[src/rtl/muldiv_seq_unit.sv]
// Iterative signed MUL/DIV (shift-add / restoring); WIDTH+2 edges start-to-done-end, start ignored while busy.
// Optional MULDIV_RADIX4_EN: radix-4 Booth MUL in WIDTH/2+2 edges, DIV unchanged.
module muldiv_seq_unit #(
  parameter int WIDTH = 32,
  parameter int CNT_W = $clog2(WIDTH) + 1
) (
  input  logic             clk,
  input  logic             rst_n,
  input  logic             start,
  input  logic             op,
  input  logic [WIDTH-1:0] a,
  input  logic [WIDTH-1:0] b,
  output logic             busy,
  output logic             done,
  output logic [WIDTH-1:0] result_hi,
  output logic [WIDTH-1:0] result_lo,
  output logic             div_by_zero
);

  typedef enum logic [1:0] {IDLE, CALC, FIX, DONE} state_t;

  localparam logic [CNT_W-1:0] LAST_FULL = CNT_W'(WIDTH - 1);

  state_t               state, state_nxt;
  logic                 op_q, sign_a, sign_b;
  logic [WIDTH-1:0]     mag_a, mag_b;
  logic [WIDTH-1:0]     abs_a, abs_b, signed_a;
  logic [2*WIDTH-1:0]   acc, mul_nxt, div_nxt, mul_res;
  logic [CNT_W-1:0]     cnt, last_cnt;
  logic                 calc_last;

  // Restoring-division step: acc = {remainder, dividend bits still to shift in}
  logic [WIDTH:0]       div_shift;
  logic [WIDTH-1:0]     rem_sub;
  logic                 div_ge;

  assign abs_a    = a[WIDTH-1] ? -a : a;
  assign abs_b    = b[WIDTH-1] ? -b : b;
  assign signed_a = sign_a ? -mag_a : mag_a;

`ifdef MULDIV_RADIX4_EN
  localparam logic [CNT_W-1:0] LAST_HALF = CNT_W'(WIDTH / 2 - 1);
  logic [WIDTH:0]       mb;
  logic [WIDTH+1:0]     a_ext, pp;
  logic [2*WIDTH-1:0]   pp_ext;

  // Booth works on the signed operands directly, so the product needs no sign fix
  always_comb begin
    a_ext = {{2{signed_a[WIDTH-1]}}, signed_a};
    pp    = '0;
    case (mb[2:0])
      3'b001, 3'b010: pp = a_ext;
      3'b011:         pp = a_ext << 1;
      3'b100:         pp = -(a_ext << 1);
      3'b101, 3'b110: pp = -a_ext;
      default:        pp = '0;
    endcase
    pp_ext  = {{(WIDTH-2){pp[WIDTH+1]}}, pp};
    mul_nxt = acc + (pp_ext << {cnt, 1'b0});
    mul_res = acc;
  end
  assign last_cnt = op_q ? LAST_FULL : LAST_HALF;
`else
  logic [WIDTH:0]       add_sum;

  always_comb begin
    add_sum = {1'b0, acc[2*WIDTH-1:WIDTH]} + (acc[0] ? {1'b0, mag_a} : '0);
    mul_nxt = {add_sum, acc[WIDTH-1:1]};
    mul_res = (sign_a ^ sign_b) ? -acc : acc;
  end
  assign last_cnt = LAST_FULL;
`endif

  always_comb begin
    div_shift = acc[2*WIDTH-1:WIDTH-1];
    div_ge    = div_shift >= {1'b0, mag_b};
    rem_sub   = div_shift[WIDTH-1:0] - mag_b;
    div_nxt   = div_ge ? {rem_sub, acc[WIDTH-2:0], 1'b1}
                       : {div_shift[WIDTH-1:0], acc[WIDTH-2:0], 1'b0};
  end

  assign calc_last = (cnt == last_cnt);

  always_ff @(posedge clk or negedge rst_n) begin
    if (!rst_n) state <= IDLE;
    else        state <= state_nxt;
  end

  always_comb begin
    state_nxt = state;
    busy      = 1'b1;
    done      = 1'b0;
    case (state)
      IDLE: begin
        busy = 1'b0;
        if (start) state_nxt = CALC;
      end
      CALC: if (calc_last) state_nxt = FIX;
      FIX:  state_nxt = DONE;
      DONE: begin
        done      = 1'b1;
        state_nxt = IDLE;
      end
      default: state_nxt = IDLE;
    endcase
  end

  always_ff @(posedge clk or negedge rst_n) begin
    if (!rst_n) begin
      op_q        <= 1'b0;
      sign_a      <= 1'b0;
      sign_b      <= 1'b0;
      mag_a       <= '0;
      mag_b       <= '0;
      acc         <= '0;
      cnt         <= '0;
      result_hi   <= '0;
      result_lo   <= '0;
      div_by_zero <= 1'b0;
`ifdef MULDIV_RADIX4_EN
      mb          <= '0;
`endif
    end else begin
      case (state)
        IDLE: if (start) begin
          op_q        <= op;
          sign_a      <= a[WIDTH-1];
          sign_b      <= b[WIDTH-1];
          mag_a       <= abs_a;
          mag_b       <= abs_b;
          cnt         <= '0;
          div_by_zero <= 1'b0;
`ifdef MULDIV_RADIX4_EN
          mb          <= {b, 1'b0};
          acc         <= op ? {{WIDTH{1'b0}}, abs_a} : '0;
`else
          acc         <= {{WIDTH{1'b0}}, (op ? abs_a : abs_b)};
`endif
        end
        CALC: begin
          acc <= op_q ? div_nxt : mul_nxt;
          cnt <= cnt + CNT_W'(1);
`ifdef MULDIV_RADIX4_EN
          mb  <= mb >> 2;
`endif
        end
        FIX: begin
          if (!op_q) begin
            {result_hi, result_lo} <= mul_res;
          end else if (mag_b == '0) begin
            result_hi   <= signed_a;
            result_lo   <= '1;
            div_by_zero <= 1'b1;
          end else begin
            result_lo <= (sign_a ^ sign_b) ? -acc[WIDTH-1:0] : acc[WIDTH-1:0];
            result_hi <= sign_a ? -acc[2*WIDTH-1:WIDTH] : acc[2*WIDTH-1:WIDTH];
          end
        end
        default: ;
      endcase
    end
  end

endmodule

[config.mk]
export PLATFORM = sky130hd
export DESIGN_NAME = muldiv_seq_unit
export DESIGN_NICKNAME = d
export VERILOG_FILES = /design/src/rtl/muldiv_seq_unit.sv
export SDC_FILE = /design/constraint.sdc
export NUM_CORES = 1
export LEC_CHECK = 0
export BUFFER_PORTS_ARGS = -buffer_cell sky130_fd_sc_hd__buf_2
export CAP_MARGIN = 20
export CORE_UTILIZATION = 45
export CTS_CLUSTER_DIAMETER = 100
export CTS_CLUSTER_SIZE = 8
export DETAILED_ROUTE_END_ITERATION = 6
export REMOVE_ABC_BUFFERS = 1
export SETUP_SLACK_MARGIN = 0.3
export SLEW_MARGIN = 20
export SYNTH_ARGS = -nofsm -noshare
export SYNTH_HDL_FRONTEND = slang
export SYNTH_SLANG_ARGS = --single-unit
[constraint.sdc]
create_clock -name clk -period 4 [get_ports clk]
set_input_delay 0.6 -clock clk [delete_from_list [all_inputs] [get_ports clk]]
set_output_delay 0.6 -clock clk [all_outputs]
set_load 0.02 [all_outputs]
* Word-level counts from Yosys, hierarchy flattened
Index checks and enable logic that the tools add are counted.
** Word-level totals
- Logic and storage cells :: 65
- Bits of input ports :: 68
- Output and inout bits :: 67
- Register bits after elaboration :: 204
** Cells by class
- Add/sub/neg operators :: 9
- Bitwise logic cells :: 1
- Eq/ne operators :: 8
- $lt $le $gt $ge :: 1
- Muxes and demuxes :: 27
- Reductions and logical operators :: 8
** Operator list (number)
- 32-bit two-way mux :: 11
- 64-bit two-way mux :: 4
- 32-bit negation :: 5
- 64-bit case mux with 2 select lines :: 1
- 64-bit negation :: 1
- 32-bit by 32-bit adder with 33-bit output :: 1
- 33-bit by 32-bit >= comparator with 1-bit output :: 1
- 32-bit zero test :: 1
- 32-bit subtractor :: 1
- 6-bit case mux with 2 select lines :: 1
- 2-bit inequality test, second input constant :: 4
- 2-bit case mux with 4 select lines :: 1
- 6-bit by 1-bit adder with 6-bit output, second input constant :: 1
- 6-bit by 5-bit == test with 1-bit output, second input constant :: 1
- 6-bit two-way mux :: 1
- 2-bit AND reduction :: 3
- 1-bit two-way mux :: 5
- 2-bit == test, second input constant :: 2
- 2-bit two-way mux :: 2
- 4-bit AND reduction :: 1
- 2-bit nonzero test :: 2
- 2-bit by 1-bit == test with 1-bit output, second input constant :: 1
- 2-bit zero test :: 1
- 1-bit case mux with 2 select lines :: 1
- 1-bit XOR :: 1

* Depth between registers and ports, before layout
- Depth after elaboration :: 5
- Gate-level depth with buffers :: 15
- Mapped depth without buffers :: 15

* Worst setup path after synthesis
Ideal clock, no wire load.
- Kind :: reg2reg
- Start :: register acc[32]
- End :: register acc[60]
- Stages on the path, launching flop included :: 13
- Arrival time :: 3.272 ns
- Path buffers :: 1
- Clock period less this slack :: 3.400 ns
- Slack :: 0.600 ns
- Path through :: dfrtp_1 > ha_1 > nor2b_1 > o31a_1 > o31a_1 > or4_1 > a31o_2 > a21oi_1 > o21ai_1 > buf_2 > o21a_1 > a32oi_1 > o21ai_0
** Between the ends
- Longest elaborated chain between the ends :: 4
- Elaborated cells between the ends (all ways) :: 6
- Classes of those cells :: add/sub: 2; order compare: 1; mux: 3
** Ends and longest elaborated chain
- from (decl) :: RTL line 28 : logic [2*WIDTH-1:0] acc, mul_nxt, div_nxt, mul_res;
- from (signal assigned) :: RTL line 137 : acc <= {{WIDTH{1'b0}}, (op ? abs_a : abs_b)};
- from (signal assigned) :: RTL line 141 : acc <= op_q ? div_nxt : mul_nxt;
- 32-bit subtractor or 33-bit by 32-bit >= comparator with 1-bit output (tied branches) :: RTL line 77, 76
- 64-bit two-way mux :: RTL line 78 : div_nxt = div_ge ? {rem_sub, acc[WIDTH-2:0], 1'b1}
- 64-bit two-way mux * :: RTL line 141
- 64-bit case mux with 2 select lines * :: RTL line 124 : case (state)
Every way passes the cells marked *; elsewhere a longest branch is shown, timed or not.
A chain may end at the register's enable or synchronous reset.

* Worst setup path in the final report
- Start :: register acc[31]
- End :: register acc[58]
** Between the ends
- Longest elaborated chain between the ends :: 4
- Elaborated cells between the ends (all ways) :: 5
- Classes of those cells :: add/sub: 1; order compare: 1; mux: 3
** Ends and longest elaborated chain (RTL line)
- 32-bit subtractor or 33-bit by 32-bit >= comparator with 1-bit output (tied branches) :: 77, 76
- 64-bit two-way mux * :: 78
- 64-bit two-way mux * :: 141
- 64-bit case mux with 2 select lines * :: 124
Marked as above.

==> insert_results.sql <==
INSERT INTO impl_metrics (metric_group, metric, value, unit) VALUES
('worst_setup_path', 'terminus_of_the_critical_flop_to_flop_path', 'acc[58]', ''),
('worst_setup_path', 'worst_r2r_path_depth', '14', ''),
('worst_hold_path', 'worst_hold_path_type', 'in -> async', ''),
('timing', 'final_hold_viol_count', '2', ''),
('drt', 'vias', '16131', ''),
('grt', 'first_global_vias', '15465', ''),
('synth', 'synth_top_cell_area_share', '30.4', '%'),
('grt', 'grt_start_max_net_pins', '84', ''),
('clocking', 'tritoncts', 'yes', ''),
('timing', 'tightest_pin_transition', '1.15', 'ns'),
('timing', 'setup-violations-final', '0', ''),
('synth', 'post_synth_edffs', '0', ''),
('drt', 'detail_route.first_pass.iterations', '5', ''),
('placement', 'post_placement_cell_count', '2658', ''),
('timing', 'finalWorstSetupSlack', '0.423', 'ns'),
('clocking', 'cts_htree_levels', '1', ''),
('drt', 'totalWireLength', '57000', 'um'),
('worst_setup_path', 'cp-end-kind', 'flop', ''),
('clocking', 'clk_root_buffer_cell', 'sky130_fd_sc_hd__clkbuf_16', ''),
('timing', 'total_negative_setup_slacks', '0', 'ns'),
('clocking', 'clkSlewWorstSetupHoldPaths', '0.05', 'ns'),
('synth', 'synth_flop_cell', 'sky130_fd_sc_hd__dfrtp_1', ''),
('floorplanning', 'io_pins', '135', ''),
('power', 'totalPowerFinal', '18400', 'uW'),
('worst_setup_path', 'crit_type', 'reg -> reg', ''),
('timing', 'max_freq', '280', 'MHz'),
('synth', 'synth_cells', '2093', ''),
('power', 'p_leak', '0.00824', 'uW'),
('status', 'violations_in_the_final_reports', 'negative hold slack', ''),
('timing', 'hold-worst-slack', '-0.00588', 'ns'),
('synth', 'avgSynthCellArea', '8.03', 'um^2'),
('finish', 'area_growth', '14.5', '%'),
('worst_setup_path', 'worstPathArrival', '4.06', 'ns'),
('worst_setup_path', 'critical_path.most_common_cell', 'sky130_fd_sc_hd__inv_1', ''),
('finish', 'design.final.nets', '2366', ''),
('timing', 'setup_repair_after_global_routing_missed_its_margin', 'no', ''),
('placement', 'port_buffers', '134', ''),
('timing', 'layout_min_cycle_time', '3.58', 'ns'),
('finish', 'multi_input_combinational_cell_area', '11000', 'um^2'),
('finish', 'finish.instance_area', '19200', 'um^2'),
('power', 'largest_voltage_drop_on_the_vdd_net', '0.684', 'mV'),
('placement', 'post_dp_cell_area', '18300', 'um^2'),
('worst_setup_path', 'max_stage_delay', '0.44', 'ns'),
('drt', 'detail-route-antenna-nets', '0', ''),
('clocking', 'cts_hold_repair.buffers', '0', ''),
('synth', 'post-synth-top-area-cell', 'sky130_fd_sc_hd__dfrtp_1', ''),
('placement', 'detailed_place_hpwl', '43500', 'um'),
('floorplanning', 'floorplan.rows', '70', ''),
('synth', 'synth_area', '16800', 'um^2'),
('synth', 'ys_async_sr_fraction', '100', '%'),
('synth', 'synthTopCellsByArea', 'sky130_fd_sc_hd__dfrtp_1 (30%), sky130_fd_sc_hd__xnor2_1 (6.6%), sky130_fd_sc_hd__o21ai_0 (6.5%)', ''),
('synth', 'synth-simple-area-share', '18.0', '%'),
('finish', 'post_route_cells_drive_above_1_share', '15.0', '%'),
('grt', 'antenna_found_initial', '3', ''),
('worst_setup_path', 'critPathBufInv', '2', ''),
('clocking', 'cts_inserted_buffers', '29', ''),
('floorplanning', 'fp.dieArea', '38100', 'um^2'),
('synth', 'synth-xor-area-share', '11.6', '%'),
('timing', 'worst_clock_skew', '0.0208', 'ns'),
('worst_setup_path', 'critical_path.reg2reg.startpoint', 'acc[31]', ''),
('worst_setup_path', 'path_delay_family', 'compound AO/OA/AOI/OAI gates', ''),
('finish', 'number_of_standard_cells_in_the_layout_taps_in_and_fillers_out', '2695', ''),
('clocking', 'worstSkewPairLatency', '0.59', 'ns'),
('drt', 'drc', '0', ''),
('timing', 'final-max-slew-violation-count', '0', ''),
('timing', 'timing.final.crit_share', '89.4', '%'),
('synth', 'yosys.area_share.adder', '5.75', '%'),
('grt', 'grt_util_all_layers', '29.4', '%'),
('drt', 'drt-vias-per-instance', '5.99', ''),
('status', 'result_of_the_run', 'finished with violations', ''),
('floorplanning', 'floorplan.initialDensity', '45.8', '%');
[power breakdown]
group / total, uW / internal (uW) / switching (uW)
registers: 4120 / 3060 / 1060
logic: 11900 / 4840 / 7090
clock network: 2300 / 1340 / 963
[metrics by stage]
| step | utilization (%) | hold WS [ns] |
|---|---|---|
| finish | 52.4 | -0.00588 |
| global route | 52.4 | 0.0280 |
| CTS | 52.2 | 0.0278 |
| detailed placement | 50.0 | 0.483 |
| global placement | 50.0 | 0.479 |
| floorplan | - | 0.304 |
[how the worst max path moves through the flow]
stage	from	to	slack, ns	depth (start not counted)
after floorplan	state[1]	cnt[5]	-1.67	7
after global placement	a[0]	acc[28]	0.28	13
after detailed placement	a[0]	acc[28]	0.19	13
after CTS	acc[31]	acc[58]	0.33	14
after global routing	mag_b[1]	acc[47]	0.32	13
final	acc[31]	acc[58]	0.42	14
[cells by family after synthesis]
kind of cell	after synthesis
xor+xnor	222
flops	204
mux	57
buf+inv	217
compound gates	681
fa+ha+maj	76
simple gates	636
[what timing repair did]
action | CTS | global route
resized for setup | 2 | 15
setup endpoints to repair | 1 | 30
pin swaps | 0 | 1
buffers inserted | 0 | 1
[sequential cells by signal (all words and copies together) (netlist names), 2 cells and up]
signal,flops
cnt,6
mag_b,32
result_lo,32
mag_a,32
acc,64
result_hi,32
state,2
[cell usage in the layout, fill, tap and decap left out, drive strengths merged, types with 19 or more instances in the layout]
| master | count |
|---|---|
| nor3 | 29 |
| nand2b | 24 |
| a211oi | 30 |
| o31ai | 32 |
| o41ai | 19 |
| o21ai | 222 |
| nor4 | 21 |
| and2 | 36 |
| xor2 | 96 |
| o22a | 25 |
| o211ai | 42 |
| ha | 74 |
| or4 | 26 |
| mux2 | 28 |
| nand2 | 243 |
| inv | 90 |
| or3 | 28 |
| nor2 | 155 |
| buf | 224 |
| nand3 | 27 |
| mux2i | 28 |
| a21oi | 161 |
| dfrtp | 204 |
| a31oi | 20 |
| xnor2 | 126 |
| clkbuf | 31 |
[layer usage]
metal | track usage (%) | wire, um | vias up
met5 | 0 | 13 | -
met3 | 4.89 | 3270 | 107
met2 | 46.0 | 25600 | 454
li1 | - | - | 7753
met1 | 39.2 | 25200 | 7815
met4 | 14.6 | 2830 | 2
[layout make-up]
type,count,share of cell area (%)
multi-input combinational,1672,57.3
clock buffer,31,3.81
sequential,204,26.6
inverter,91,1.78
antenna,3,0.0390
clock inverter,2,0.260
timing repair buffer,224,7.22
tap,468,3.05
[cells in the mapped netlist, types with 10 or more instances]
cell and n:
sky130_fd_sc_hd__o31a_1 10, sky130_fd_sc_hd__nand4_1 13, sky130_fd_sc_hd__o31ai_1 32, sky130_fd_sc_hd__nand2_1 243, sky130_fd_sc_hd__o22a_1 25, sky130_fd_sc_hd__or4_1 22, sky130_fd_sc_hd__clkbuf_1 111, sky130_fd_sc_hd__ha_1 74
sky130_fd_sc_hd__a21oi_1 161, sky130_fd_sc_hd__mux2i_1 28, sky130_fd_sc_hd__dfrtp_1 204, sky130_fd_sc_hd__or3_1 28, sky130_fd_sc_hd__xnor2_1 126, sky130_fd_sc_hd__nand3_1 27, sky130_fd_sc_hd__o21ai_0 218, sky130_fd_sc_hd__and2_1 35
sky130_fd_sc_hd__nor2_1 155, sky130_fd_sc_hd__or2_2 10, sky130_fd_sc_hd__a21o_1 18, sky130_fd_sc_hd__nor4_1 18, sky130_fd_sc_hd__o211ai_1 42, sky130_fd_sc_hd__xor2_1 96, sky130_fd_sc_hd__a31oi_1 20, sky130_fd_sc_hd__nand2b_1 24
sky130_fd_sc_hd__o21a_1 14, sky130_fd_sc_hd__o41ai_1 15, sky130_fd_sc_hd__a22oi_1 18, sky130_fd_sc_hd__nor3_1 29, sky130_fd_sc_hd__mux2_2 28, sky130_fd_sc_hd__a211oi_1 30, sky130_fd_sc_hd__inv_1 89
(Power assumes the default switching activity.)
